## config.mk

```make
export PLATFORM = sky130hd
export DESIGN_NAME = multicycle_controller
export DESIGN_NICKNAME = d
export VERILOG_FILES = /design/src/rtl/multicycle_controller_pkg.sv /design/src/rtl/multicycle_controller_alu_decoder.sv /design/src/rtl/multicycle_controller.sv
export SDC_FILE = /design/constraint.sdc
export NUM_CORES = 1
export LEC_CHECK = 0
export ABC_AREA = 1
export BUFFER_PORTS_ARGS = -buffer_cell sky130_fd_sc_hd__buf_4
export CAP_MARGIN = 20
export CORE_ASPECT_RATIO = 1.2
export CORE_UTILIZATION = 55
export CTS_CLUSTER_DIAMETER = 50
export DETAILED_ROUTE_END_ITERATION = 10
export PLACE_DENSITY = 0.82
export SYNTH_ARGS = -nofsm -noshare
export SYNTH_HDL_FRONTEND = slang
export SYNTH_SLANG_ARGS = --single-unit
```

## constraint.sdc

```tcl
create_clock -name clk -period 4.6 [get_ports clk]
set_input_delay 0.46 -clock clk [delete_from_list [all_inputs] [get_ports clk]]
set_output_delay 0.46 -clock clk [all_outputs]
set_load 0.05 [all_outputs]
```

## src/rtl/multicycle_controller_pkg.sv

```systemverilog
// Shared encodings for the multicycle RV32I controller: FSM states, opcodes,
// ALU operations and datapath mux selects (also used by the datapath bench).
package riscv_ctrl_defs;

    typedef enum logic [3:0] {
        S_FETCH, S_DECODE, S_MEMADR, S_MEMREAD, S_MEMWB, S_MEMWRITE, S_EXEC_R,
        S_EXEC_I, S_ALUWB, S_BRANCH, S_JAL, S_JALR, S_LUI, S_TRAP
    } state_t;

    localparam logic [6:0] OP_LOAD   = 7'b0000011;
    localparam logic [6:0] OP_STORE  = 7'b0100011;
    localparam logic [6:0] OP_R      = 7'b0110011;
    localparam logic [6:0] OP_I      = 7'b0010011;
    localparam logic [6:0] OP_BRANCH = 7'b1100011;
    localparam logic [6:0] OP_JAL    = 7'b1101111;
    localparam logic [6:0] OP_JALR   = 7'b1100111;
    localparam logic [6:0] OP_LUI    = 7'b0110111;

    localparam logic [2:0] ALU_ADD = 3'b000;
    localparam logic [2:0] ALU_SUB = 3'b001;
    localparam logic [2:0] ALU_AND = 3'b010;
    localparam logic [2:0] ALU_OR  = 3'b011;
    localparam logic [2:0] ALU_SLT = 3'b101;

    localparam logic [2:0] IMM_I = 3'b000;
    localparam logic [2:0] IMM_S = 3'b001;
    localparam logic [2:0] IMM_B = 3'b010;
    localparam logic [2:0] IMM_J = 3'b011;
    localparam logic [2:0] IMM_U = 3'b100;

    localparam logic [1:0] ADR_PC  = 2'b00;
    localparam logic [1:0] ADR_RES = 2'b01;

    localparam logic [1:0] SRCA_PC    = 2'b00;
    localparam logic [1:0] SRCA_OLDPC = 2'b01;
    localparam logic [1:0] SRCA_A     = 2'b10;

    localparam logic [1:0] SRCB_B   = 2'b00;
    localparam logic [1:0] SRCB_IMM = 2'b01;
    localparam logic [1:0] SRCB_4   = 2'b10;

    localparam logic [1:0] RES_ALUOUT = 2'b00;
    localparam logic [1:0] RES_MDR    = 2'b01;
    localparam logic [1:0] RES_ALU    = 2'b10;
    localparam logic [1:0] RES_IMM    = 2'b11;

    // Instruction class presented to the ALU decoder
    localparam logic [1:0] CLS_NONE = 2'd0;
    localparam logic [1:0] CLS_R    = 2'd1;
    localparam logic [1:0] CLS_I    = 2'd2;
    localparam logic [1:0] CLS_BR   = 2'd3;

    function automatic logic [2:0] imm_src(input logic [6:0] op);
        case (op)
            OP_STORE:  return IMM_S;
            OP_BRANCH: return IMM_B;
            OP_JAL:    return IMM_J;
            OP_LUI:    return IMM_U;
            default:   return IMM_I;
        endcase
    endfunction

endpackage

```

## src/rtl/multicycle_controller_alu_decoder.sv

```systemverilog
// ALU operation decode from func3/func7 and instruction class; flags encodings
// the controller must trap on.
module alu_decoder
    import riscv_ctrl_defs::*;
(
    input  logic [2:0] i_func3,
    input  logic [6:0] i_func7,
    input  logic [1:0] i_class,
    output logic [2:0] o_alu_ctrl,
    output logic       o_illegal
);

    always_comb begin
        o_alu_ctrl = ALU_ADD;
        o_illegal  = 1'b0;
        case (i_class)
            CLS_R, CLS_I: begin
                case (i_func3)
                    3'b000:  o_alu_ctrl = (i_class == CLS_R && i_func7[5]) ? ALU_SUB : ALU_ADD;
                    3'b111:  o_alu_ctrl = ALU_AND;
                    3'b110:  o_alu_ctrl = ALU_OR;
                    3'b010:  o_alu_ctrl = ALU_SLT;
                    default: o_illegal  = 1'b1;
                endcase
                // func7 is immediate bits for I-type, so only R-type checks it
                if (i_class == CLS_R && i_func7 != 7'h00 && i_func7 != 7'h20)
                    o_illegal = 1'b1;
            end
            CLS_BR: begin
                o_alu_ctrl = ALU_SUB;
                o_illegal  = !(i_func3 == 3'b000 || i_func3 == 3'b001 ||
                               i_func3 == 3'b100 || i_func3 == 3'b101);
            end
            default: ;
        endcase
    end

endmodule

```

## src/rtl/multicycle_controller.sv

```systemverilog
// Main FSM of the multicycle RV32I core: sequences datapath selects/enables,
// traps on illegal encodings and counts retired instructions.
module multicycle_controller
    import riscv_ctrl_defs::*;
#(
    parameter int CNT_W = 32
) (
    input  logic             clk,
    input  logic             rst,
    input  logic [6:0]       opcode,
    input  logic [2:0]       func3,
    input  logic [6:0]       func7,
    input  logic             zero,
    input  logic             negative,
    output logic             PCWrite,
    output logic             IRWrite,
    output logic             RegWrite,
    output logic             MemWrite,
    output logic [1:0]       AdrSrc,
    output logic [1:0]       ALUSrcA,
    output logic [1:0]       ALUSrcB,
    output logic [1:0]       ResultSrc,
    output logic [2:0]       ImmSrc,
    output logic [2:0]       ALUControl,
    output logic             illegal_op,
    output logic [CNT_W-1:0] instr_count
);

    state_t           r_state, w_next;
    logic             r_illegal_op;
    logic [CNT_W-1:0] r_instr_count;
    logic [1:0]       w_class;
    logic [2:0]       w_alu_dec;
    logic             w_alu_illegal;
    logic             w_pcw, w_irw, w_rw, w_mw, w_retire;

    always_comb begin
        case (r_state)
            S_EXEC_R: w_class = CLS_R;
            S_EXEC_I: w_class = CLS_I;
            S_BRANCH: w_class = CLS_BR;
            default:  w_class = CLS_NONE;
        endcase
    end

    alu_decoder u_alu_dec (
        .i_func3    (func3),
        .i_func7    (func7),
        .i_class    (w_class),
        .o_alu_ctrl (w_alu_dec),
        .o_illegal  (w_alu_illegal)
    );

    always_ff @(posedge clk) begin
        if (!rst) r_state <= S_FETCH;
        else      r_state <= w_next;
    end

    always_comb begin
        w_next     = r_state;
        w_pcw      = 1'b0;
        w_irw      = 1'b0;
        w_rw       = 1'b0;
        w_mw       = 1'b0;
        w_retire   = 1'b0;
        AdrSrc     = ADR_PC;
        ALUSrcA    = SRCA_PC;
        ALUSrcB    = SRCB_B;
        ResultSrc  = RES_ALUOUT;
        ALUControl = ALU_ADD;
        ImmSrc     = imm_src(opcode);
        case (r_state)
            S_FETCH: begin
                w_irw     = 1'b1;
                w_pcw     = 1'b1;
                ALUSrcB   = SRCB_4;
                ResultSrc = RES_ALU;
                w_next    = S_DECODE;
            end
            S_DECODE: begin
                // ALUOut still holds PC+4 here, so links are written this cycle
                ALUSrcA = SRCA_OLDPC;
                ALUSrcB = SRCB_IMM;
                if (opcode == OP_JAL || opcode == OP_JALR) w_rw = 1'b1;
                case (opcode)
                    OP_LOAD, OP_STORE: w_next = S_MEMADR;
                    OP_R:              w_next = S_EXEC_R;
                    OP_I:              w_next = S_EXEC_I;
                    OP_BRANCH:         w_next = S_BRANCH;
                    OP_JAL:            w_next = S_JAL;
                    OP_JALR:           w_next = S_JALR;
                    OP_LUI:            w_next = S_LUI;
                    default:           w_next = S_TRAP;
                endcase
            end
            S_MEMADR: begin
                ALUSrcA = SRCA_A;
                ALUSrcB = SRCB_IMM;
                w_next  = (opcode == OP_LOAD) ? S_MEMREAD : S_MEMWRITE;
            end
            S_MEMREAD: begin
                AdrSrc = ADR_RES;
                w_next = S_MEMWB;
            end
            S_MEMWB: begin
                ResultSrc = RES_MDR;
                w_rw      = 1'b1;
                w_retire  = 1'b1;
                w_next    = S_FETCH;
            end
            S_MEMWRITE: begin
                AdrSrc   = ADR_RES;
                w_mw     = 1'b1;
                w_retire = 1'b1;
                w_next   = S_FETCH;
            end
            S_EXEC_R, S_EXEC_I: begin
                ALUSrcA    = SRCA_A;
                ALUSrcB    = (r_state == S_EXEC_I) ? SRCB_IMM : SRCB_B;
                ALUControl = w_alu_dec;
                w_next     = w_alu_illegal ? S_TRAP : S_ALUWB;
            end
            S_ALUWB: begin
                w_rw     = 1'b1;
                w_retire = 1'b1;
                w_next   = S_FETCH;
            end
            S_BRANCH: begin
                ALUSrcA    = SRCA_A;
                ALUControl = ALU_SUB;
                if (w_alu_illegal) begin
                    w_next = S_TRAP;
                end else begin
                    case (func3)
                        3'b000:  w_pcw = zero;
                        3'b001:  w_pcw = !zero;
                        3'b100:  w_pcw = negative;
                        default: w_pcw = !negative;
                    endcase
                    w_retire = 1'b1;
                    w_next   = S_FETCH;
                end
            end
            S_JAL: begin
                w_pcw    = 1'b1;
                w_retire = 1'b1;
                w_next   = S_FETCH;
            end
            S_JALR: begin
                ALUSrcA   = SRCA_A;
                ALUSrcB   = SRCB_IMM;
                ResultSrc = RES_ALU;
                w_pcw     = 1'b1;
                w_retire  = 1'b1;
                w_next    = S_FETCH;
            end
            S_LUI: begin
                ResultSrc = RES_IMM;
                w_rw      = 1'b1;
                w_retire  = 1'b1;
                w_next    = S_FETCH;
            end
            S_TRAP:  w_next = S_TRAP;
            default: w_next = S_FETCH;
        endcase
    end

    always_ff @(posedge clk) begin
        if (!rst) begin
            r_illegal_op  <= 1'b0;
            r_instr_count <= '0;
        end else begin
            if (w_next == S_TRAP) r_illegal_op <= 1'b1;
            if (w_retire)         r_instr_count <= r_instr_count + 1'b1;
        end
    end

    assign PCWrite     = w_pcw & rst;
    assign IRWrite     = w_irw & rst;
    assign RegWrite    = w_rw & rst;
    assign MemWrite    = w_mw & rst;
    assign illegal_op  = r_illegal_op;
    assign instr_count = r_instr_count;

endmodule
```

==> impl_metrics.ini <==
[drt]
routed_wl_um = 7040
drt_iter0_markers = 245
wl_per_cell_um = 12.8
avgViaCountPerCell = 5.32
drt_first_pass_iters = 4
vias = 2934
drc = 0
antenna_left = 0

[timing]
slew_violations = 0
grt_setup_unrepaired = false
max_freq_ghz = 0.342
fin_crit_sh_pct = 63.6
final_hold_viol_count = 0
setup_viol = 0
skew_ns = 0.00588
worst_slack_ns = 1.68
fin_crit_ns = 2.92
final.setup.tns_ns = 0

[critical_path]
reg2reg_slack_ns = 1.83
cp_common_cell = nor2_1
crit_required_ns = 4.14
crit_fanout = 7
reg2reg_depth = 15
path_cells = nand2_1 > nor2_1 > inv_2 > nor2_1 > nor2_1 > ha_1 > inv_1 > nand2_1 > nand2_2 > nand2_4 > nand4_1 > a31oi_1 > buf_4
start_kind = flip-flop
endpoint_kind = primary output
worstPathArrival_ns = 2.46
crit_type = flip-flop to primary output
max_stage_delay_ns = 0.47
cpMaxStageDelayCell = dfxtp_1

[floorplanning]
chipHeight_um = 78.3
start_util_pct = 57.7
top_level_ports = 72
core-area_sq_um = 4630
rows = 27
dieArea_sq_um = 5140
die_w_um = 65.6

[logic_synthesis]
netlist_instances = 423
synth_compound_area_share_pct = 11.1
yosys.area_share.xor_xnor_pct = 6.89
netlist_area_sq_um = 2670
ys_ff_latch = 37
muxShareOfSynthArea_pct = 0
seq_area_frac_synth_pct = 27.8
synth_area_per_cell_sq_um = 6.31
synthAdderAreaFrac_pct = 1.88
syn-num-nets = 448
synthDistinctLibCells = 37
synth_top_family_by_area = simple AND/OR/NAND/NOR gates
ys_warn_count = 0
synthSimpleGateAreaFrac_pct = 43.0

[power_and_ir_drop]
p_per_area_nw_per_um2 = 255
power.total_uw = 848
peakVddDrop_mv = 0.167
leakage_nw = 1.48

[clock_tree]
clock_sinks = 37
clk_pin_slew_worst_paths_ns = 0.07
cts_root_buf = clkbuf_8
clk_latency_ns = 0.29
numCtsBuffers = 5
tritoncts = built
h-tree-depth = 2
clock_path_buffers = 2
cts_resized = 0
cts_hold_buf = 0
postCtsSetupRepairBufs = 0

[cells_and_area]
synthToLayoutAreaGrowth_pct = 24.8
finalInstanceArea_sq_um = 3330
final_nets = 517
num_antenna_cells = 0
final_cell_mix = nand2_1, buf_4, nor2_1
drive_gt1_share_pct = 22.9
layout_commonest_cell = nand2_1

[placement]
placed_area_sq_um = 3210
io_buffers = 70
dpl.hpwl_um = 5340
preCtsSetupSlack_ns = 1.87
gp_congestion = 1.00

[min_path]
holdPathStages = 3
hold_path_class = input port to flip-flop

[global_routing]
grt_max_degree = 37
grt_pass1_vias = 2794
gr-total-overflow = 0
antenna_found_initial = 0
grt_pass1_wl_um = 11900
track_usage_pct = 29.0

[outcome]
outcome = complete, no violations

[job]
cap_violations = 0
## critical path: cells and delay by family, from the launching register on
kind / cells / cell delay [ns]
flip-flops: 1 / 0.47
adder cells (fa/ha/maj): 1 / 0.29
buffers and inverters: 3 / 0.38
AO/OA/AOI/OAI: 1 / 0.18
AND/OR/NAND/NOR: 8 / 0.86
## final timing paths
check                         end  startpoint
setup / recovery          PCWrite  r_state[1]
hold / removal         r_state[3]         rst
setup reg to reg  instr_count[26]  r_state[1]
hold reg to reg        illegal_op  illegal_op
## synthesized netlist by cell type
cell	n	area [sq um]
nor3b_1	2	15.0
a31oi_1	2	12.5
buf_6	1	11.3
nand3b_1	1	7.51
xnor2_1	7	61.3
clkbuf_1	3	11.3
inv_2	10	37.5
buf_4	5	37.5
nand3_1	19	95.1
nor2_2	6	37.5
ha_1	4	50.1
o211ai_1	1	7.51
conb_1	1	3.75
and3_1	2	12.5
or2_1	1	6.26
nand2_4	2	22.5
nor4_2	2	25.0
nor3_2	7	70.1
o22ai_1	1	6.26
inv_1	39	146
o21ai_0	8	40.0
clkinv_1	1	3.75
dfxtp_1	37	741
o41ai_1	1	8.76
o21ai_1	2	10.0
nor3_1	17	85.1
nor2_1	51	191
nand2_2	5	31.3
nand3_2	2	20.0
nor3_4	1	16.3
nor4_1	1	6.26
a21oi_1	39	195
or3_1	1	6.26
o31ai_1	2	15.0
nand2_1	113	424
xor2_1	14	123
nand4_1	12	75.1
## area by class of cell
cell class                 count  area, sq um
multi-input combinational    327         1680
fill                         405         1300
sequential                    37          741
timing repair buffer          71          533
inverter                      50          188
clock buffer                   7         86.3
tap                           58         72.6
clock inverter                 1         30.0
## power by group
part | internal (mW) | switching (mW)
clock network | 0.177 | 0.118
registers | 0.328 | 0.0108
logic | 0.0584 | 0.157
total | 0.563 | 0.286
## kinds of logic after synthesis
| family | Yosys count |
|---|---|
| adder cells (fa/ha/maj) | 4 |
| AO/OA/AOI/OAI | 56 |
| other | 1 |
| AND/OR/NAND/NOR | 245 |
| XOR/XNOR | 21 |
| flip-flops | 37 |
| buffers and inverters | 59 |
## through the flow
step,util [%],instances,hold slack (ns)
global route,72.0,551,0.432
CTS,72.0,551,0.420
detailed placement,69.5,543,0.477
finish,72.0,551,0.435
floorplan,-,423,0.558
global placement,69.5,543,0.457
## flip-flops by register name (all words and copies together), names as in the netlist
name / cells
illegal_op: 1
instr_count: 32
r_state: 4
## layer usage
layer,global-route usage [%],part of all wire [%],vias up
li1,-,-,1508
met2,51.6,51,84
met1,32.9,41,1322
met3,3.92,4.0,20
met4,14.3,3.4,0
met5,0,0,-
Power figures use the tool's default switching activity.
